<file path="src/rtl/romupload.sv">
// rtl/romupload.sv - ioctl upload read path: decodes host reads and fetches bytes via req/ack memory port
// Optional feature macro: ROMUPLOAD_CKSUM_EN adds a running 16-bit CKSUM of delivered bytes.
module romupload #(
    parameter int TIMEOUT = 64
) (
    input  logic        CLK_SYS,
    input  logic        RESET,
    input  logic        IOCTL_UPLOAD,
    input  logic [15:0] IOCTL_INDEX,
    input  logic        IOCTL_RD,
    input  logic [26:0] IOCTL_ADDR,
    output logic [7:0]  IOCTL_DIN,
    output logic        IOCTL_WAIT,
    output logic        MEMRD_SEL_BOOT,
    output logic        MEMRD_SEL_CHR,
    output logic        MEMRD_SEL_CART,
    output logic [16:0] MEMRD_ADDR,
    output logic        MEMRD_REQ,
    input  logic        MEMRD_ACK,
    input  logic [7:0]  MEMRD_DATA,
    output logic        TIMEOUT_ERR
`ifdef ROMUPLOAD_CKSUM_EN
    ,
    output logic [15:0] CKSUM
`endif
);

    typedef enum logic {IDLE, FETCH} state_t;

    localparam logic [7:0] LAST_CNT = 8'(TIMEOUT - 1);

    state_t      state, state_next;
    logic [7:0]  cnt;
    logic        upload_d;
    logic        upload_rise;
    logic [5:0]  menusub;
    logic        is_boot, is_chr, is_cart, mapped;
    logic [16:0] dec_addr;
    logic        start, unmapped_rd, got_ack, expire, abort;
    logic        unused_bits;

    assign menusub     = IOCTL_INDEX[5:0];
    assign unused_bits = &{1'b0, IOCTL_INDEX[15:6]};
    assign upload_rise = IOCTL_UPLOAD & ~upload_d;

    always_comb begin
        is_boot  = (menusub == 6'd0) && (IOCTL_ADDR < 27'h1000);
        is_chr   = (menusub == 6'd0) && (IOCTL_ADDR >= 27'h1000) && (IOCTL_ADDR < 27'h1400);
        is_cart  = (menusub == 6'd1);
        mapped   = is_boot | is_chr | is_cart;
        dec_addr = 17'd0;
        if (is_boot)
            dec_addr = {5'b0, IOCTL_ADDR[11:0]};
        else if (is_chr)
            dec_addr = {7'b0, IOCTL_ADDR[9:0]};
        else if (is_cart)
            dec_addr = IOCTL_ADDR[16:0];
    end

    always_ff @(posedge CLK_SYS or posedge RESET) begin
        if (RESET)
            state <= IDLE;
        else
            state <= state_next;
    end

    // Abort outranks ack, and ack outranks expiry on the same cycle.
    always_comb begin
        state_next  = state;
        start       = 1'b0;
        unmapped_rd = 1'b0;
        got_ack     = 1'b0;
        expire      = 1'b0;
        abort       = 1'b0;
        case (state)
            IDLE: begin
                if (IOCTL_RD && IOCTL_UPLOAD) begin
                    if (mapped) begin
                        start      = 1'b1;
                        state_next = FETCH;
                    end else begin
                        unmapped_rd = 1'b1;
                    end
                end
            end
            FETCH: begin
                if (!IOCTL_UPLOAD) begin
                    abort      = 1'b1;
                    state_next = IDLE;
                end else if (MEMRD_ACK) begin
                    got_ack    = 1'b1;
                    state_next = IDLE;
                end else if (cnt == LAST_CNT) begin
                    expire     = 1'b1;
                    state_next = IDLE;
                end
            end
            default: state_next = IDLE;
        endcase
    end

    always_ff @(posedge CLK_SYS or posedge RESET) begin
        if (RESET) begin
            IOCTL_DIN      <= 8'd0;
            IOCTL_WAIT     <= 1'b0;
            MEMRD_SEL_BOOT <= 1'b0;
            MEMRD_SEL_CHR  <= 1'b0;
            MEMRD_SEL_CART <= 1'b0;
            MEMRD_ADDR     <= 17'd0;
            MEMRD_REQ      <= 1'b0;
            TIMEOUT_ERR    <= 1'b0;
            cnt            <= 8'd0;
            upload_d       <= 1'b0;
        end else begin
            upload_d <= IOCTL_UPLOAD;
            if (start) begin
                MEMRD_SEL_BOOT <= is_boot;
                MEMRD_SEL_CHR  <= is_chr;
                MEMRD_SEL_CART <= is_cart;
                MEMRD_ADDR     <= dec_addr;
                MEMRD_REQ      <= 1'b1;
                IOCTL_WAIT     <= 1'b1;
                cnt            <= 8'd0;
            end else if (state == FETCH) begin
                if (got_ack || expire || abort) begin
                    MEMRD_SEL_BOOT <= 1'b0;
                    MEMRD_SEL_CHR  <= 1'b0;
                    MEMRD_SEL_CART <= 1'b0;
                    MEMRD_REQ      <= 1'b0;
                    IOCTL_WAIT     <= 1'b0;
                    cnt            <= 8'd0;
                end else begin
                    cnt <= cnt + 8'd1;
                end
            end

            if (got_ack)
                IOCTL_DIN <= MEMRD_DATA;
            else if (expire || unmapped_rd)
                IOCTL_DIN <= 8'hFF;

            if (upload_rise)
                TIMEOUT_ERR <= 1'b0;
            else if (expire)
                TIMEOUT_ERR <= 1'b1;
        end
    end

`ifdef ROMUPLOAD_CKSUM_EN
    logic [7:0]  deliver_byte;
    logic        deliver;

    assign deliver      = got_ack | expire | unmapped_rd;
    assign deliver_byte = got_ack ? MEMRD_DATA : 8'hFF;

    always_ff @(posedge CLK_SYS or posedge RESET) begin
        if (RESET)
            CKSUM <= 16'd0;
        else
            CKSUM <= (upload_rise ? 16'd0 : CKSUM) + (deliver ? {8'd0, deliver_byte} : 16'd0);
    end
`endif

endmodule

</file>
<file path="config.mk">
export PLATFORM = sky130hd
export DESIGN_NAME = romupload
export DESIGN_NICKNAME = d
export VERILOG_FILES = /design/src/rtl/romupload.sv
export SDC_FILE = /design/constraint.sdc
export NUM_CORES = 1
export LEC_CHECK = 0
export BUFFER_PORTS_ARGS = -buffer_cell sky130_fd_sc_hd__buf_2
export CAP_MARGIN = 20
export CORE_MARGIN = 4
export CORE_UTILIZATION = 40
export DETAILED_ROUTE_END_ITERATION = 8
export PLACE_DENSITY = 0.7
export RECOVER_POWER = 50
export REMOVE_ABC_BUFFERS = 1
export SLEW_MARGIN = 40
export SYNTH_ARGS = -nofsm -noshare
export SYNTH_HDL_FRONTEND = slang
export SYNTH_SLANG_ARGS = --single-unit
</file>
<file path="constraint.sdc">
create_clock -name CLK_SYS -period 2.29 [get_ports CLK_SYS]
set_input_delay 0.3435 -clock CLK_SYS [delete_from_list [all_inputs] [get_ports CLK_SYS]]
set_output_delay 0.3435 -clock CLK_SYS [all_outputs]
set_load 0.02 [all_outputs]
</file>
* Word level (Yosys, flattened, before mapping)
Index checks and enable logic that the tools add are counted.
Storage, ports and cells: output and inout bits 31, flip-flop bits (word level) 40, bits of input ports 56
Operators by class: add/subtract/negate cells 1, bitwise gates (word level) 5, equal/unequal tests 2, order comparisons 3, reductions and logical operators 13, muxes and demuxes 35
Operator list (count):
- 27-bit by 13-bit less-than comparator with 1-bit output (second input constant) | 2
- 17-bit two-way mux | 3
- 8-bit two-way mux | 5
- 27-bit by 13-bit greater-or-equal comparator with 1-bit output (second input constant) | 1
- 1-bit two-way mux | 26
- 8-bit by 1-bit adder with 8-bit output (second input constant) | 1
- 8-bit by 6-bit == test with 1-bit output (second input constant) | 1
- 2-bit nonzero test | 4
- 6-bit by 1-bit == test with 1-bit output (second input constant) | 1
- 6-bit logical NOT | 1
- 1-bit logical AND | 4
- 1-bit logical OR | 3
- 1-bit inverter | 2
- 1-bit bitwise OR | 2
- 1-bit case mux with 2 select lines | 1
- 2-bit AND reduction | 1
- 1-bit AND | 1

* Longest topological paths before layout
depth after elaboration 11, mapped depth 6, gate-level depth less buffers 5

* Least setup slack after synthesis
OpenSTA, ideal clock, no wires.
kind input to register, from in IOCTL_INDEX[3], to reg MEMRD_ADDR[0], stages 6, path slack 0 ps, data required time 2165 ps, arrival 2164 ps, buffers on the path 2, setup time 125 ps, cell sequence or4_1 > buf_2 > a311o_1 > nor3_4 > buf_12 > mux2_4
On the way: word-level cells in the longest chain between the ends 8, elaborated cells between the ends (all ways) 13, classes of those cells 1 x eq/ne; 6 x mux; 2 x bitwise; 4 x reduce/logical
RTL lines:
- start: declaration | RTL line 9 | input logic [15:0] IOCTL_INDEX,
- 6-bit logical NOT | RTL line 47, 48
- 1-bit logical AND (2 in a row) | RTL line 48 | is_chr = (menusub == 6'd0) && (IOCTL_ADDR >= 27'h1000) && (IOCTL_ADDR < 27'h1400);
- 1-bit bitwise OR (2 in a row) | RTL line 50 | mapped = is_boot | is_chr | is_cart;
- 1-bit two-way mux | RTL line 78 | if (mapped) begin
- 1-bit two-way mux | RTL line 77 | if (IOCTL_RD && IOCTL_UPLOAD) begin
- 1-bit two-way mux | RTL line 75 | case (state)
- end signal: assignment | RTL line 120 | MEMRD_ADDR <= dec_addr;
- end: declaration | RTL line 17 | output logic [16:0] MEMRD_ADDR,
Parallel ways exist; a longest one is shown, timed or not. A chain may end at the register's enable or synchronous reset.

* Final worst setup path
from in IOCTL_INDEX[3], to reg MEMRD_ADDR[8]
The elaborated chain is that of the path after synthesis.

==> metrics <==
Post-Syn Area=1860 um2; CTS max path bufs=2; syn avg cell area=11.2 um2; placed insts=296; worst setup path start=IOCTL_INDEX[3]; Clock Skew=0.00434 ns; fin cells=304; Final #Nets=308; Cell variety after synth=40; gr ovfl total=0; Via density=5.22; via count=1586; die height=76.3 um; largest net degree at the start of global routing=41; EDFF count, synth=0; Residual DRC=0; CTS tree=built; dominant cell by count in the synthesized netlist=dfrtp_1; DIE AREA=5820 um2; share of cells above drive strength 1=35.7%; Startpoint Class=input port; maximum vdd drop=0.406 mV; Ant. Diodes=0; worst slew pin tran=0.948 ns; Yosys top cell by area=dfrtp_1; Synth Register Bits=40; first-pass GRT wire length=7350 um; post-CTS resize count=0; placed instance area=2330 um2; CTS Hold Bufs=0; Arr. time, crit path=2.16 ns; All-Layer GR Usage=15.6%; Final Cycle Share=86.3%; clock period minus worst slack=1.98 ns; DRT Pass-1 Iters=4; worst-path maximum fanout=15; Die W=76.3 um; share of flip-flops with an asynchronous set or reset=100%; reg2reg end=IOCTL_DIN[5]; RSZ-0062 raised after global routing=false; PwrDens=633 nW/um2; Leak Pwr=1.11 nW; r2r startpoint=cnt[4]; I/O Pins=87; Synthesis Warnings=0; clock share of power=38.4%; Root Buffer Master=clkbuf_8; HPWL Detailed=3280 um; ANT nets after route=0; final design instance area without fill=2420 um2; final wirelength=4420 um; initial antenna violation count=0; outcome=completed; Clock Sinks=40; Worst Hold Class=input port to flip-flop; input/output buffers=76; Total Power=1.53 mW; P_int=1.14 mW; CTS HTree Levels=2; sw power=389 uW; drt wl/cell=14.5 um; Synth Flop Type=dfrtp_1; CORE AREA=4440 um2; Site Rows=24; Final Slew Violations=0; detailed router's first-iteration violation count=127; Setup Fix Bufs, Post-CTS=0; synthesized instance count=167; slew margin rel.=36.8%; Synth area leaders=dfrtp_1 54%, o32a_1 4.3%, a21oi_1 4.0%; Initial Util=41.9%; crit path capture type=flip-flop; Final setup viols=0; highest clock rate=506 MHz; worst r2r path cells=4; Layout area overhead=29.9%; worst path required time=2.47 ns; Placer Congestion=0.741; # fillers=408; Synth top cells by count=40 x dfrtp_1, 16 x inv_1, 15 x a21oi_1; Num CTS Buffers=5; top cell type's share of synthesized area=53.7%; worst skew pair latency=0.29 ns; Switching Share=25.4%; Comb power frac=12.2%; critical path class=input port to flip-flop; sequential fraction of the synthesis area=53.7%; R2R Setup Slk=0.52 ns; Final Hold Vio Count=0; sequential share of power=49.4%; vias in the first global route=1563; crit path to=MEMRD_ADDR[8]; clock slew at reported path FFs=0.08 ns; WHS=0.265 ns; Max-Cap Viols=0
==> how the worst min path moves through the flow <==
stage             startpoint           end  slack (ns)  cells past startpoint
2_1_floorplan   IOCTL_UPLOAD      upload_d        0.37                      0
3_3_place_gp        upload_d   TIMEOUT_ERR        0.48                      2
3_5_place_dp           RESET  IOCTL_DIN[4]        0.49                      3
4_1_cts                RESET  IOCTL_DIN[5]        0.17                      3
5_1_grt        MEMRD_DATA[7]  IOCTL_DIN[7]        0.26                      2
6_report       MEMRD_DATA[4]  IOCTL_DIN[4]        0.26                      2
==> placed cells by master (no fill, tap or decap), types with 2 or more instances in the layout <==
cell / Yosys / final
a22o_1: 2 / 2
nor4_1: 6 / 6
buf_4: 1 / 5
nor3_1: 5 / 5
nor2_1: 5 / 5
nand3_1: 5 / 5
clkbuf_8: 0 / 5
dfrtp_1: 40 / 40
nand2_1: 13 / 13
buf_2: 3 / 61
mux2_2: 5 / 5
a31oi_1: 3 / 3
o21ai_0: 3 / 3
nand3b_1: 2 / 2
clkbuf_1: 1 / 15
a21oi_1: 15 / 15
xnor2_1: 2 / 2
o32a_1: 8 / 8
mux2i_1: 6 / 6
inv_1: 16 / 16
o22ai_1: 2 / 2
mux2_4: 5 / 5
==> critical path, stage by stage <==
cell     delay, ns
buf_2         0.09
or4_1         0.55
a311o_1       0.42
nor3_4        0.22
buf_12        0.19
mux2_2        0.34
==> power groups by stage <==
stage | Combinational, mW | Sequential, mW | Clock [mW]
floorplan | 0.0578 | 0.813 | 0
global placement | 0.194 | 0.769 | 0
detailed placement | 0.196 | 0.771 | 0
CTS | 0.198 | 0.757 | 0.606
global route | 0.207 | 0.763 | 0.636
finish | 0.187 | 0.757 | 0.588
==> kinds of logic (layout without fill, tap and decap cells) <==
family / after synthesis / count (layout) / share of synthesized area (%)
AND/OR/NAND/NOR: 46 / 46 / 13.7
multiplexers: 16 / 16 / 10.3
buffers and inverters: 22 / 107 / 5.70
flip-flops: 40 / 40 / 53.7
AO/OA/AOI/OAI: 40 / 40 / 15.0
adder cells (fa/ha/maj): 1 / 1 / 0.671
XOR/XNOR: 2 / 2 / 0.940
==> per-stage QoR <==
| step | worst slack [ns] | utilization [%] | TNS [ns] |
|---|---|---|---|
| after global placement | 0.00942 | 52.4 | 0 |
| after CTS | 0.305 | 55.0 | 0 |
| after floorplan | -0.185 | - | -3.00 |
| final | 0.313 | 54.5 | 0 |
| after global routing | 0.222 | 54.5 | 0 |
| after detailed placement | -0.00809 | 52.4 | -0.00851 |
==> layout make-up <==
cell class	count	area, um2	area share (%)
sequential	40	1000	41.3
timing repair buffer	83	424	17.5
clock inverter	3	46.3	1.91
clock buffer	5	68.8	2.84
tap	52	65.1	2.69
multi-input combinational	105	757	31.3
inverter	16	60.1	2.48
==> metal layers <==
metal  global-route usage (%)  share of wire (%)  vias to the layer above
li1                         -                  -                      782
met4                     6.52                1.1                        0
met2                     25.4                 49                       46
met5                        0                  0                        -
met3                     4.14                5.4                        5
met1                     19.7                 44                      753
==> sequential cells by signal (all words and copies together), names as in the netlist <==
signal / flops
TIMEOUT_ERR: 1
MEMRD_SEL_CHR: 1
MEMRD_ADDR: 17
state: 1
MEMRD_SEL_BOOT: 1
IOCTL_DIN: 8
upload_d: 1
cnt: 8
MEMRD_SEL_CART: 1
MEMRD_REQ: 1
Power figures use the tool's default switching activity.
